$ cat src/rtl/cint_controller_n_pkg.sv
// cint_controller_n_pkg: shared FSM encoding, default vector base and priority encoder
package cint_controller_n_pkg;
  typedef enum logic [1:0] {IDLE, PEND, VECTOR, SERVICE} state_e;
  localparam int VEC_BASE_DEF = 12;
  function automatic logic [3:0] lowest_idx(input logic [15:0] v);
    lowest_idx = '0;
    for (int i = 15; i >= 0; i--) if (v[i]) lowest_idx = 4'(i);
  endfunction
endpackage

$ cat src/rtl/cint_controller_n_if.sv
// cint_controller_n_if: core/decoder-chain signals of the interrupt controller
interface cint_controller_n_if #(parameter int N_CH = 4, parameter int VEC_W = 4);
  localparam int ID_W = $clog2(N_CH);
  logic             not_decodingIn;
  logic [N_CH-1:0]  not_cint;
  logic [N_CH-1:0]  cint_mask;
  logic             not_isXPT;
  logic             cint_ack;
  logic             cint_done;
  logic             enable_cint;
  logic [VEC_W-1:0] PA_Select_IOP;
  logic [ID_W-1:0]  cint_id;
  logic             busy;
  logic             not_decodingOut;
  modport slave (
    input  not_decodingIn, not_cint, cint_mask, not_isXPT, cint_ack, cint_done,
    output enable_cint, PA_Select_IOP, cint_id, busy, not_decodingOut
  );
  modport master (
    output not_decodingIn, not_cint, cint_mask, not_isXPT, cint_ack, cint_done,
    input  enable_cint, PA_Select_IOP, cint_id, busy, not_decodingOut
  );
endinterface

$ cat src/rtl/cint_controller_n_pending.sv
// cint_controller_n_pending: per-channel falling-edge capture and pending register
module cint_controller_n_pending #(
  parameter int N_CH = 4,
  parameter int EDGE_MODE = 1
) (
  input  logic            clk,
  input  logic            reset,
  input  logic [N_CH-1:0] not_cint,
  input  logic [N_CH-1:0] clr,
  output logic [N_CH-1:0] pending
);
  logic [N_CH-1:0] prev_q, prev_d, pend_q, pend_d;
  // a new edge outranks the clear of the channel just vectored
  always_comb begin
    prev_d = not_cint;
    pend_d = (pend_q & ~clr) | (~not_cint & prev_q);
  end
  always_ff @(posedge clk) begin
    if (reset) begin
      prev_q <= '1;
      pend_q <= '0;
    end else begin
      prev_q <= prev_d;
      pend_q <= pend_d;
    end
  end
  assign pending = (EDGE_MODE != 0) ? pend_q : ~not_cint;
endmodule

$ cat src/rtl/cint_controller_n.sv
// cint_controller_n: N-channel CINT controller; lowest unmasked channel claims the chain
module cint_controller_n import cint_controller_n_pkg::*; #(
  parameter int N_CH = 4,
  parameter int VEC_W = 4,
  parameter int VEC_BASE = VEC_BASE_DEF,
  parameter int EDGE_MODE = 1
) (
  input logic clk,
  input logic reset,
  cint_controller_n_if.slave bus
);
  localparam int ID_W = $clog2(N_CH);
  state_e state_q, state_d;
  logic [ID_W-1:0] id_q, id_d;
  logic [N_CH-1:0] pending, req, clr;
  cint_controller_n_pending #(.N_CH(N_CH), .EDGE_MODE(EDGE_MODE)) u_pend (
    .clk(clk), .reset(reset), .not_cint(bus.not_cint), .clr(clr), .pending(pending)
  );
  assign req = pending & ~bus.cint_mask;
  assign clr = (state_q == VECTOR && bus.cint_ack) ? N_CH'(1) << id_q : '0;
  always_comb begin
    state_d = state_q;
    id_d = id_q;
    case (state_q)
      IDLE: if (|req && !bus.not_decodingIn) begin
        state_d = PEND;
        id_d = ID_W'(lowest_idx(16'(req)));
      end
      PEND: state_d = bus.not_decodingIn ? IDLE : (!bus.not_isXPT ? VECTOR : PEND);
      VECTOR: state_d = bus.cint_ack ? SERVICE : VECTOR;
      SERVICE: state_d = bus.cint_done ? IDLE : SERVICE;
      default: state_d = IDLE;
    endcase
  end
  always_ff @(posedge clk) begin
    if (reset) begin
      state_q <= IDLE;
      id_q <= '0;
    end else begin
      state_q <= state_d;
      id_q <= id_d;
    end
  end
  assign bus.enable_cint = state_q == VECTOR;
  assign bus.PA_Select_IOP = (state_q == VECTOR) ? VEC_W'(VEC_BASE) + VEC_W'(id_q) : '0;
  assign bus.cint_id = id_q;
  assign bus.busy = state_q != IDLE;
  assign bus.not_decodingOut = bus.not_decodingIn | state_q == PEND | state_q == VECTOR;
endmodule
$ cat src/flat_wrapper.sv
// flat-port wrapper written by rule: the top's interface ports become plain ports
module cint_controller_n_flat import cint_controller_n_pkg::*;
#(
  parameter int N_CH = 4,
  parameter int VEC_W = 4,
  parameter int VEC_BASE = VEC_BASE_DEF,
  parameter int EDGE_MODE = 1
)
  (clk, reset, bus_not_decodingIn, bus_not_cint, bus_cint_mask, bus_not_isXPT, bus_cint_ack, bus_cint_done, bus_enable_cint, bus_PA_Select_IOP, bus_cint_id, bus_busy, bus_not_decodingOut);
  cint_controller_n_if #(.N_CH(N_CH), .VEC_W(VEC_W)) bus_i ();
  input logic clk;
  input logic reset;
  input wire logic [$bits(bus_i.not_decodingIn)-1:0] bus_not_decodingIn;
  input wire logic [$bits(bus_i.not_cint)-1:0] bus_not_cint;
  input wire logic [$bits(bus_i.cint_mask)-1:0] bus_cint_mask;
  input wire logic [$bits(bus_i.not_isXPT)-1:0] bus_not_isXPT;
  input wire logic [$bits(bus_i.cint_ack)-1:0] bus_cint_ack;
  input wire logic [$bits(bus_i.cint_done)-1:0] bus_cint_done;
  output wire logic [$bits(bus_i.enable_cint)-1:0] bus_enable_cint;
  output wire logic [$bits(bus_i.PA_Select_IOP)-1:0] bus_PA_Select_IOP;
  output wire logic [$bits(bus_i.cint_id)-1:0] bus_cint_id;
  output wire logic [$bits(bus_i.busy)-1:0] bus_busy;
  output wire logic [$bits(bus_i.not_decodingOut)-1:0] bus_not_decodingOut;
  assign bus_i.not_decodingIn = bus_not_decodingIn;
  assign bus_i.not_cint = bus_not_cint;
  assign bus_i.cint_mask = bus_cint_mask;
  assign bus_i.not_isXPT = bus_not_isXPT;
  assign bus_i.cint_ack = bus_cint_ack;
  assign bus_i.cint_done = bus_cint_done;
  assign bus_enable_cint = bus_i.enable_cint;
  assign bus_PA_Select_IOP = bus_i.PA_Select_IOP;
  assign bus_cint_id = bus_i.cint_id;
  assign bus_busy = bus_i.busy;
  assign bus_not_decodingOut = bus_i.not_decodingOut;
  cint_controller_n #(.N_CH(N_CH), .VEC_W(VEC_W), .VEC_BASE(VEC_BASE), .EDGE_MODE(EDGE_MODE)) u_core (.clk(clk), .reset(reset), .bus(bus_i));
endmodule
$ cat config.mk
export PLATFORM = sky130hd
export DESIGN_NAME = cint_controller_n_flat
export DESIGN_NICKNAME = d
export VERILOG_FILES = /design/src/rtl/cint_controller_n_pkg.sv /design/src/rtl/cint_controller_n_if.sv /design/src/rtl/cint_controller_n_pending.sv /design/src/rtl/cint_controller_n.sv /design/src/flat_wrapper.sv
export SDC_FILE = /design/constraint.sdc
export NUM_CORES = 1
export LEC_CHECK = 0
export ABC_CLOCK_PERIOD_IN_PS = 1150
export BUFFER_PORTS_ARGS = -buffer_cell sky130_fd_sc_hd__buf_4
export CAP_MARGIN = 25
export CORE_MARGIN = 1.5
export CORE_UTILIZATION = 37
export CTS_CLUSTER_DIAMETER = 80
export DETAILED_ROUTE_END_ITERATION = 8
export HOLD_SLACK_MARGIN = 0.06
export PLACE_DENSITY = 0.73
export SLEW_MARGIN = 10
export SYNTH_ARGS = -nofsm -noshare
export SYNTH_HDL_FRONTEND = slang
export SYNTH_HIERARCHICAL = 1
export SYNTH_SLANG_ARGS = --single-unit
$ cat constraint.sdc
create_clock -name clk -period 1.15 [get_ports clk]
set_input_delay 0.115 -clock clk [delete_from_list [all_inputs] [get_ports clk]]
set_output_delay 0.115 -clock clk [all_outputs]
set_load 0.02 [all_outputs]
==> results.txt, run 1 <==
- Worst Skew: 0.004094 ns
- Stages on the worst setup path: 3
* Class of the tightest hold or removal check: primary input to flip-flop
* Half-perimeter wire length of the detailed placement result: 937 um
- Worst hold path cell count: 2
* Share of cell area taken by muxes after synthesis: 0.01653
- The first routing iteration left 0 violations.
- Crit path time final: 1.299 ns
- Post-Route Hold Slack: 0.1008 ns
- Core area: 0.001524 mm2
- Filler instances: 142
* Async set or reset register ratio after synthesis: 0
- Share of Yosys cell area claimed by the top area cell type: 0.3967
- From bottom edge to top edge, the die measures 43.46 um.
* Initial antenna violation count: 0
- 0 antenna diodes ended up in the layout.
* Worst slack at placement: 0.03317 ns
- Worst-margin pin slew: 0.3541 ns
- Setup repair after global routing missed its margin: true
- For this run, the post-layout net count is 117.
* Leading post-synthesis cells by cell area: dfxtp_1, nand2b_1, a21oi_1, or2_1, nor2_8
- Measured on the finished design, the core utilization comes to 0.6461.
- TritonCTS built the clock tree.
* Die Width: 43.46 um
* Worst Path Class, Setup: flip-flop to output port
- Maximum number of pins on one net before global-route repair: 14
- Distinct cell type count after synthesis: 26
* Hold Fails Final Rpt: 0
- After detailed routing, the number of remaining DRC violations is 0.
- Average wire length per cell after detail routing: 12.08 um
* Number of warnings printed during yosys synthesis: 6
- Arrival time reported for the critical path endpoint: 1.18 ns
* Global placer's final weighted congestion: 0.6957
- For this run, the total global-route usage over all layers was measured as 0.1500.
- In the synthesized netlist, the number of instances is 68.
- Of the total synthesized cell area, the portion taken by full adders, half adders and majority gates is 0.
- Main combinational cell family by area after synthesis: simple AND/OR/NAND/NOR gates
- Final critical-path share of the clock period: 1.129
- For this run, the detailed router's first-pass iteration total came to 1.
* CP Max Fanout: 5
- The detailed router placed 586 vias in this run.
* Synth Flop Type: dfxtp_1
* Maximum operating frequency: 0.7699 GHz
- Startpoint of the worst register-to-register path: u_core/state_q[0]$_SDFFE_PP0P_
- Sw Share: 0.2556
* R2R Setup Slk: -0.14 ns
- Area Growth Syn to Fin: 62.60%
* Max Root-Sink Buffers: 2
- Post-synthesis share of cell area spent on xor and xnor gates: 0
- Max-cap violations in this run came to 0.
- Cell internal power was estimated by the tool at 0.0007706 W.
- P_leak: 0.4280 nW
* Worst Reg-to-Reg Cells: 7
- Routed Wire Length: 1426 um
* Share of synthesized cell area in and, or, nand and nor gates: 0.3512
* Global-route wire length before repair: 2125 um
- Final setup violating endpoints: 12
- The worst register-to-register path ends at u_core/u_pend/pending[1]$_SDFF_PP0_.
* Number of placement rows: 14
* Yosys reg bits: 12
* ANT nets after route: 0
- Worst path top cell family by delay: flip-flops
- Counting flops with a built-in enable in the synthesized netlist gives 0.
- The final reports fail on negative setup slack.
* Level count of the clock H-tree: 1
* Sequential group share of total power: 0.446
- Fraction of final layout cells sized beyond drive strength 1: 0.4706
* Final number of max-transition violations: 0
* Part of the power in the clock network: 0.318
- Clock buffers created by TritonCTS: 3
- In the routed layout, each cell is associated on average with a via count of 4.966.
* CP Capture Type: output port
- The critical path starts at u_core/state_q[0]$_SDFFE_PP0P_.
* I/O Pins: 23
- Sinks on the clock net: 12
- Total congestion overflow: 0
- Cell type with the highest aggregate area in the netlist: dfxtp_1
* Avg Cell Area, Syn: 8.906 um2
- Walking the worst path, the cells encountered are or2_4 > a21o_1 > buf_6.
- Effective utilization at floorplan: 0.3974
- The mapped netlist covers 605.6 um2.
- Compound-Gate Fraction of Synth Area: 0.1674
- Share of total power in combinational logic: 0.236
- For the worst setup path, the data required time is 1.03 ns.
- Synthesized net count: 82
- The number of buffers and inverters on the critical path is 1.
- In this run the tightest slew margin relative to its limit is 0.7624.
- Total net switching power: 0.0002646 W
- Total power for the finished layout comes to 0.001035 W.
* Sequential share of the synthesized area: 0.3967
- VDD IR-drop max: 0.0007024 V
- In this design, the stage delay of the slowest critical-path cell is 0.37 ns.
- The path with the worst hold slack has its endpoint at u_core/state_q[0]$_SDFFE_PP0P_.
- STA classifies the critical path startpoint as a flip-flop.
- The run finished, with violations left.
- The number of global-route vias before repair came to 532.
* Total power density per cell area: 1051 mW/mm2
* Launch instance of the worst min-delay path: reset
- For the worst-skew pair, the clock arrives at the later sink with an insertion delay of 0.27 ns.
- After clock tree synthesis, the clock-pin slew on the worst setup and hold paths is 0.08 ns.
- After layout, the worst setup slack is -0.1488 ns.
- During placement, the flow inserted port buffers numbering 22.
* Cell at the root of the clock tree: clkbuf_4
- Die area: 0.001888 mm2
* Slowest library cell on the worst path: dfxtp_4
power groups by stage:
stage / Clock [W] / Sequential (W) / Combinational, W
detailed placement: 0 / 0.000473 / 0.000176
global route: 0.000358 / 0.000467 / 0.000264
floorplan: 0 / 0.000471 / 0.000101
global placement: 0 / 0.000471 / 0.000170
CTS: 0.000344 / 0.000458 / 0.000204
finish: 0.000329 / 0.000462 / 0.000244
flip-flops by register name, indices dropped and copies added, names as in the netlist:
signal	count
u_core/state_q	2
u_core/u_pend/pending	4
u_core/u_pend/prev_q	4
u_core/bus.cint_id	2
cell families after synthesis:
family	after synthesis
muxes	1
DFF	12
buffers and inverters	7
and+or+nand+nor	33
AOI/OAI and AO/OA	15
per-stage QoR:
step | TNS, ns | area, um2 | std cells
finish | -1.242 | 984.7 | 118
global route | -1.949 | 984.7 | 118
CTS | -0.5754 | 882.1 | 114
detailed placement | 0 | 767.0 | 103
global placement | 0 | 767.0 | 103
floorplan | 0 | 608.1 | 68
per-layer routing:
metal	wire [um]	track usage	share of wire	vias up
met5	0	0	0	-
met2	781	0.2657	0.55	22
met3	75	0.02917	0.053	6
met1	532	0.1636	0.37	261
met4	37	0.09091	0.026	0
li1	-	-	-	297
placed cells by master, fill, tap and decap left out, types with 2 or more instances in the layout:
cell and instances:
a21oi_1 7, and2_1 2, buf_4 19, buf_6 9
clkbuf_4 3, dfxtp_1 10, dfxtp_4 2, dlygate4sd3_1 5
inv_1 4, nand2b_1 11, nor2_1 3, nor2b_4 2
nor3_2 2, o21ai_1 2, or2_1 4
worst max path at each step:
| stage | endpoint | slack [ns] |
|---|---|---|
| 5_1_grt | u_core/u_pend/pending[1]$_SDFF_PP0_ | -0.21 |
| 2_1_floorplan | bus_PA_Select_IOP[0] | 0.02 |
| 6_report | bus_not_decodingOut | -0.15 |
| 4_1_cts | bus_not_decodingOut | -0.16 |
| 3_5_place_dp | u_core/bus.cint_id[1]$_SDFFE_PP0P_ | 0.03 |
| 3_3_place_gp | u_core/bus.cint_id[1]$_SDFFE_PP0P_ | 0.07 |
what timing repair did:
item | 4_1_cts | 5_1_grt
endpoints found under the hold margin | 5 | 0
pin swaps | 2 | 8
setup endpoints to repair | 7 | 15
hold buffers | 5 | 0
buffers inserted | 2 | 4
cloned | 0 | 0
resized for setup | 6 | 17
final cells by class:
cell class / count / area [um2] / share of cell area
timing repair buffer: 33 / 294.0 / 0.2986
sequential: 12 / 247.7 / 0.2516
inverter: 4 / 15.01 / 0.01525
clock buffer: 4 / 36.28 / 0.03685
multi-input combinational: 49 / 371.6 / 0.3774
tap: 16 / 20.02 / 0.02033
cells in the mapped netlist, types with 2 or more instances:
| master | count |
|---|---|
| a21oi_1 | 7 |
| or2_1 | 4 |
| nor3_1 | 2 |
| dfxtp_1 | 12 |
| buf_4 | 2 |
| nand2b_1 | 11 |
| nand2_1 | 2 |
| nor2_1 | 4 |
| and2_1 | 2 |
| o21ai_1 | 2 |
| inv_1 | 4 |
| nor2b_1 | 2 |
No activity file was read; power rests on OpenSTA's default activity.
==> run 2: changes to the inputs <==
CORE_UTILIZATION = 41   (was 37)
PLACE_DENSITY = 0.78   (was 0.73)
SETUP_SLACK_MARGIN = 0.5   (was default)
==> run 2 against run 1 <==
Net effect:
- the run still ends with negative setup slack left
- wire length is 2.7% lower
- critical path depth stayed put
- hold slack worse by 0.069 ns
- first-iteration DRC count is 13 higher
- setup slack better by 0.0079 ns
- combinational power hardly changed
- fmax is 0.61% higher
- count of clock-buffer cells in the layout stayed put
- largest cell class unchanged
- highest routed layer unchanged
==> results.txt, run 2 (synthesis gave the netlist of run 1 again) <==
- Class of the tightest hold or removal check: primary input to flip-flop (unchanged)
- The final setup violation count was 9 (was 12).
* Die area: 0.001716 mm2 (was 0.001888 mm2)
* Max Root-Sink Buffers: 2 (unchanged)
- The count of boundary I/O pins was 23 (unchanged).
* Clock buffers created by TritonCTS: 3 (unchanged)
* Effective utilization at floorplan: 0.4540 (was 0.3974)
- The height of the chip came to 41.43 um (was 43.46 um).
* CP Capture Type: output port (unchanged)
- The number of design-rule violations left by the first detailed-router iteration is 13 (was 0).
* Setup repair after global routing missed its margin: true (unchanged)
* Detailed-route vias per instance: 5.088 (was 4.966)
- The worst slew margin relative to its limit came to 0.7697 (was 0.7624).
- The setup clock skew after layout was 0.002447 ns (was 0.004094 ns).
* Global-route wire length before repair: 2428 um (was 2125 um)
* Total congestion overflow: 0 (unchanged)
- The leading cell type in the layout, fill and taps excluded is buf_4 (unchanged).
* GRT Overall Usage: 0.1825 (was 0.1500)
- The largest net degree at the start of global routing is 14 (unchanged).
- Final critical-path share of the clock period: 1.123 (was 1.129)
- Total power density per cell area: 980.1 mW/mm2 (was 1051 mW/mm2)
* Initial antenna violation count: 0 (unchanged)
* Status: finished, violations left (unchanged)
* Clock insertion delay at the later pin of the skew report: 0.27 ns (about the same)
* CP Max Fanout: 5 (unchanged)
- The launch instance of the worst register-to-register path is u_core/state_q[1]$_SDFFE_PP0P_ (was u_core/state_q[0]$_SDFFE_PP0P_).
- The slew of the pin with the lowest slew margin is 0.3432 ns (was 0.3541 ns).
* Worst hold path endpoint: u_core/u_pend/prev_q[1]$_SDFF_PP1_ (was u_core/state_q[0]$_SDFFE_PP0P_)
- Worst Path Class, Setup: flip-flop to output port (unchanged)
- The footprint of the flip-flops and latches was 255.2 um2 (was 247.7 um2).
- Top library cells by usage in the layout, fill and taps aside: buf_4, buf_6, nand2b_1 (was buf_4, nand2b_1, dfxtp_1)
* Global placer's final weighted congestion: 0.6934 (was 0.6957)
- The final-report hold violation count was 0 (unchanged).
- The remaining number of nets flagged by the antenna check after routing came to 0 (unchanged).
* Launch instance of the worst min-delay path: bus_not_cint[1] (was reset)
- Arrival time reported for the critical path endpoint: 1.18 ns (about the same)
- R2R Setup Slk: -0.03 ns (was -0.14 ns)
- The kind of start point of the critical path is a flip-flop (unchanged).
- Crit path time final: 1.291 ns (was 1.299 ns)
* Reg-to-reg critical path endpoint: u_core/bus.cint_id[0]$_SDFFE_PP0P_ (was u_core/u_pend/pending[1]$_SDFF_PP0_)
* Stages on the worst setup path: 3 (unchanged)
- The synthesis-to-layout area growth was 62.60% (unchanged).
- Worst path top cell family by delay: flip-flops (unchanged)
- Final number of max-transition violations: 0 (unchanged)
- The cell type of the slowest stage on the worst timing path is dfxtp_4 (unchanged).
- Final Net Count: 114 (was 117)
* Violations in the final reports: negative setup slack (unchanged)
- Clock transition at the registers of the reported paths: 0.07 ns (was 0.08 ns)
- Total via count in the routed design: 580 (was 586)
* Maximum operating frequency: 0.7746 GHz (was 0.7699 GHz)
* Worst hold path cell count: 2 (unchanged)
- The critical path data required time came to 1.03 ns (about the same).
* Footprint of the multi-input gates: 395.4 um2 (was 371.6 um2)
- Bufs and invs on worst path: 1 (unchanged)
* Pwr Total: 0.0009651 W (was 0.001035 W)
- Number of port buffers: 22 (unchanged)
- The number of sinks driven by the clock tree was 12 (unchanged).
* Filler instances: 102 (was 142)
- Clock tree from TritonCTS: built (unchanged)
- The worst-case setup slack after placement came to 0.04669 ns (was 0.03317 ns).
* Die Width: 41.43 um (was 43.46 um)
- P_leak: 0.4251 nW (was 0.4280 nW)
- Number of antenna repair diodes: 0 (unchanged)
- Final WS setup: -0.1410 ns (was -0.1488 ns)
- VDD IR-drop max: 0.0006734 V (was 0.0007024 V)
* Number of maximum-capacitance violations: 0 (unchanged)
- The depth of the most critical reg-to-reg path was 5 (was 7).
* Fraction of final layout cells sized beyond drive strength 1: 0.5556 (was 0.4706)
- Remaining routing DRC violations: 0 (unchanged)
- Routed Wire Length: 1388 um (was 1426 um)
* Level count of the clock H-tree: 1 (unchanged)
* Average wire length per cell after detail routing: 12.18 um (was 12.08 um)
- Cells along the critical path: or2_4 > a21o_1 > buf_6 (unchanged)
- The core area came to 0.001334 mm2 (was 0.001524 mm2).
* Vias in the first global route: 577 (was 532)
* Number of placement rows: 13 (was 14)
* Number of iterations in the first detailed-routing pass: 4 (was 1)
- The stage delay of the slowest cell on the critical path was 0.36 ns (was 0.37 ns).
* Cell at the root of the clock tree: clkbuf_4 (unchanged)
==> run 2: cell types whose count changed in the layout (fill, tap and decap cells not counted), sizes merged <==
cell | previous run | this run
dlygate4sd3 | 5 | 0
buf | 28 | 30
==> run 2: worst max path at each step <==
| stage | to | start |
|---|---|---|
| after floorplan | u_core/bus.cint_id[1]$_SDFFE_PP0P_ | u_core/state_q[1]$_SDFFE_PP0P_ |
| after global placement | bus_not_decodingOut | u_core/state_q[1]$_SDFFE_PP0P_ |
| after detailed placement | u_core/bus.cint_id[1]$_SDFFE_PP0P_ | u_core/state_q[1]$_SDFFE_PP0P_ |
| after CTS | bus_not_decodingOut | u_core/state_q[1]$_SDFFE_PP0P_ |
| after global routing | bus_not_decodingOut | u_core/state_q[1]$_SDFFE_PP0P_ |
| final | bus_not_decodingOut | u_core/state_q[1]$_SDFFE_PP0P_ |
==> run 2: final cells by class <==
| type | count | area share |
|---|---|---|
| clock buffers | 4 | 0.02668 |
| inverters | 4 | 0.01525 |
| multi-input cells | 49 | 0.4015 |
| flip-flops and latches | 12 | 0.2592 |
| well taps | 15 | 0.01906 |
| repair buffers | 30 | 0.2783 |
==> run 2: power by group <==
part	internal, W	switching (W)	leakage (nW)	total (W)
registers	0.000437	0.0000184	0.102	0.000456
logic	0.000133	0.000114	0.308	0.000246
clock network	0.000134	0.000129	0.0150	0.000263
==> run 2: timing repair <==
| item | in CTS | in global routing |
|---|---|---|
| resized for setup | 24 | 6 |
| pin swaps | 7 | 7 |
| setup endpoints to repair | 17 | 17 |
| endpoints found under the hold margin | 5 | 5 |
| buffers inserted | 7 | 1 |
==> run 2: stage by stage <==
| stage | hold slack [ns] | util | area [um2] | setup TNS, ns | std cells |
|---|---|---|---|---|---|
| after floorplan | 0.1723 | - | 633.1 | 0 | 68 |
| after global placement | 0.3030 | 0.5872 | 783.3 | 0 | 102 |
| after detailed placement | 0.3061 | 0.5872 | 783.3 | 0 | 102 |
| after CTS | 0.02222 | 0.7073 | 943.4 | -0.7878 | 113 |
| after global routing | 0.03132 | 0.7383 | 984.7 | -1.202 | 114 |
| final | 0.03131 | 0.7383 | 984.7 | -0.7880 | 114 |
==> run 2: per-layer routing <==
metal  vias to the layer above  global-route usage  share of wire
li1                        286                   -              -
met1                       269              0.2151           0.40
met2                        21              0.3031           0.52
met3                         4             0.04783          0.057
met4                         0             0.09032          0.021
met5                         -                   0              0
==> run 2: worst register-to-register path, delay by kind of cell, from the launching register on <==
kind                   cells  cell delay, ns
and+or+nand+nor            2            0.36
muxes                      1            0.17
buffers and inverters      1            0.13
DFF                        1            0.36
AOI/OAI and AO/OA          1            0.08
==> run 3: changes to the inputs <==
CELL_PAD_IN_SITES_DETAIL_PLACEMENT = 1   (was default)
CELL_PAD_IN_SITES_GLOBAL_PLACEMENT = 1   (was default)
CORE_UTILIZATION = 30   (was 41)
PLACE_DENSITY = 0.79   (was 0.78)
==> run 3 against run 2 <==
Net effect:
- the run still ends with negative setup slack left
- sequential share of layout area fell by 0.39 points
- cell area is 1.5% higher
- critical path depth did not move
- critical path type unchanged
- critical endpoint unchanged
- highest routed layer is now met3
==> results.txt, run 3 (synthesis gave the netlist of run 1 again) <==
* Status: finished, violations left (unchanged)
- Violations in the final reports: negative setup slack (unchanged)
- The maximum fanout count along the critical path came to 3 (was 5).
- The HPWL after detailed placement is 1141 um.
* Sequential group share of total power: 0.460 (was 0.472)
- I/O Pins: 23 (unchanged)
- The power after layout was 0.0009868 W (was 0.0009651 W).
- Hold Fails Final Rpt: 0 (unchanged)
- VDD IR-drop max: 0.0006066 V (was 0.0006734 V)
* Final setup violating endpoints: 13 (was 9)
- Most common library cell in the layout ignoring fill and taps: buf_4 (unchanged)
- Final Net Count: 115 (was 114)
- Number of maximum-capacitance violations: 0 (unchanged)
- Filler instances: 245 (was 102)
- Crit path time final: 1.291 ns (about the same)
- The overall overflow remaining after global route is 0 (unchanged).
- Maximum operating frequency: 0.7744 GHz (was 0.7746 GHz)
* Total net switching power: 0.0002795 W (was 0.0002609 W)
- The TritonCTS clock tree was built (unchanged).
* Worst slack at placement: 0.05424 ns (was 0.04669 ns)
- Core area: 0.001922 mm2 (was 0.001334 mm2)
- Cell Int Power: 0.0007073 W (was 0.0007043 W)
- The combinational power share came to 0.259 (was 0.255).
- Final number of max-transition violations: 0 (unchanged)
- GRT Overall Usage: 0.1670 (was 0.1825)
- The number of sinks driven by the clock tree came to 12 (unchanged).
- The area of the die came to 0.002297 mm2 (was 0.001716 mm2).
* Max Root-Sink Buffers: 2 (unchanged)
* Maximum number of pins on one net before global-route repair: 14 (unchanged)
- The leakage component of the power came to 0.4262 nW (was 0.4251 nW).
* Class of the tightest hold or removal check: primary input to flip-flop (unchanged)
* Area Growth Syn to Fin: 65.08% (was 62.60%)
- The slew of the pin with the lowest slew margin is 0.3713 ns (was 0.3432 ns).
- Worst Path Class, Setup: flip-flop to output port (unchanged)
* Initial antenna violation count: 0 (unchanged)
- Remaining routing DRC violations: 0 (unchanged)
- The row count is 16 (was 13).
- The data arrival time of the worst path is 1.18 ns (about the same).
- Global-route wire length before repair: 2622 um (was 2428 um)
- Clock transition at the registers of the reported paths: 0.08 ns (was 0.07 ns)
- Fraction of final layout cells sized beyond drive strength 1: 0.5700 (was 0.5556)
- The count of H-tree levels built during CTS is 1 (unchanged).
* CP Capture Type: output port (unchanged)
- Crit path launch type: flip-flop (unchanged)
- The number of port buffers is 22 (unchanged).
* Part of the power in the clock network: 0.281 (was 0.273)
* Number of antenna repair diodes: 0 (unchanged)
- Detailed-route vias per instance: 4.614 (was 5.088)
* Setup repair after global routing missed its margin: true (unchanged)
* Final critical-path share of the clock period: 1.123 (about the same)
- The detail-routed net length per standard cell was 13.04 um (was 12.18 um).
- Max-slew headroom: 0.7508 (was 0.7697)
- Die Width: 47.93 um (was 41.43 um)
- The number of global-route vias before repair was 623 (was 577).
- ANT nets after route: 0 (unchanged)
* Sw Share: 0.2833 (was 0.2703)
* Worst Skew: 0.002373 ns (was 0.002447 ns)
* Number of iterations in the first detailed-routing pass: 3 (was 4)
- The overall via count from detail_route was 586 (was 580).
- Top library cells by usage in the layout, fill and taps aside: buf_4, buf_6, nand2b_1 (unchanged).
* Final WS setup: -0.1413 ns (was -0.1410 ns)
- The number of buffers added by the clock tree synthesis step came to 3 (unchanged).
* Floorplan die height: 47.93 um (was 41.43 um)
- Total power density per cell area: 987.1 mW/mm2 (was 980.1 mW/mm2)
- Global placer's final weighted congestion: 0.7113 (was 0.6934)
- The critical path data required time came to 1.03 ns (about the same).
- Clock insertion delay at the later pin of the skew report: 0.27 ns (about the same)
* Cell at the root of the clock tree: clkbuf_4 (unchanged)
- The number of design-rule violations left by the first detailed-router iteration was 12 (was 13).
* Routed Wire Length: 1656 um (was 1388 um)
* Effective utilization at floorplan: 0.3151 (was 0.4540)
## run 3: cell count changes in the layout (fill, tap and decap cells not counted), sizes merged
cell	previous run	this run
buf	30	31
## run 3: cell type report
class	instances	area (um2)	share of cell area
Clock buffer	4	26.28	0.02628
Tap cell	27	33.78	0.03379
Timing Repair Buffer	31	281.5	0.2816
Inverter	4	15.01	0.01502
Sequential cell	12	255.2	0.2553
Multi-Input combinational cell	49	387.9	0.3880
## run 3: what timing repair did
| action | in CTS | in global routing |
|---|---|---|
| endpoints found under the hold margin | 5 | 5 |
| setup endpoints to repair | 17 | 17 |
| pin swaps | 10 | 5 |
| gates resized for setup | 26 | 4 |
| gates cloned | 0 | 0 |
| setup buffers | 8 | 0 |
## run 3: power groups by stage
stage	sequential (W)	combinational [W]	clock, W
final	0.000454	0.000255	0.000278
after global routing	0.000457	0.000279	0.000314
after CTS	0.000454	0.000246	0.000282
after detailed placement	0.000476	0.000183	0
after global placement	0.000473	0.000176	0
after floorplan	0.000473	0.000104	0
## run 3: path summary, 6_finish.rpt
kind / slack [ns] / cells after the start / from / to
worst max-delay path: -0.14 / 3 / u_core/state_q[1]$_SDFFE_PP0P_ / bus_not_decodingOut
worst min-delay path: 0.03 / 2 / bus_not_cint[1] / u_core/u_pend/prev_q[1]$_SDFF_PP1_
worst max register to register: -0.02 / 5 / u_core/state_q[0]$_SDFFE_PP0P_ / u_core/state_q[1]$_SDFFE_PP0P_
worst min register to register: 0.46 / 2 / u_core/u_pend/prev_q[1]$_SDFF_PP1_ / u_core/u_pend/pending[1]$_SDFF_PP0_
## run 3: per-layer routing
metal,track usage,wire [um],part of all wire
met5,0,0,0
met4,0.07027,0,0
met2,0.3120,920,0.56
met3,0.03774,71,0.043
met1,0.1771,664,0.40
## run 3: critical path: stages, from the launching register on
cell,delay (ns)
dfxtp_4,0.35
or2_4,0.25
a21o_1,0.17
buf_6,0.13
## run 3: stage by stage
step	instance area (um2)	setup TNS, ns	std cells	util	hold WS (ns)
floorplan	633.1	0	68	-	0.1723
global placement	805.8	0	115	0.4193	0.3023
CTS	980.9	-0.8877	127	0.5104	0.02021
detailed placement	805.8	0	115	0.4193	0.3070
global route	999.7	-1.628	127	0.5202	0.01660
finish	999.7	-0.7867	127	0.5202	0.02620
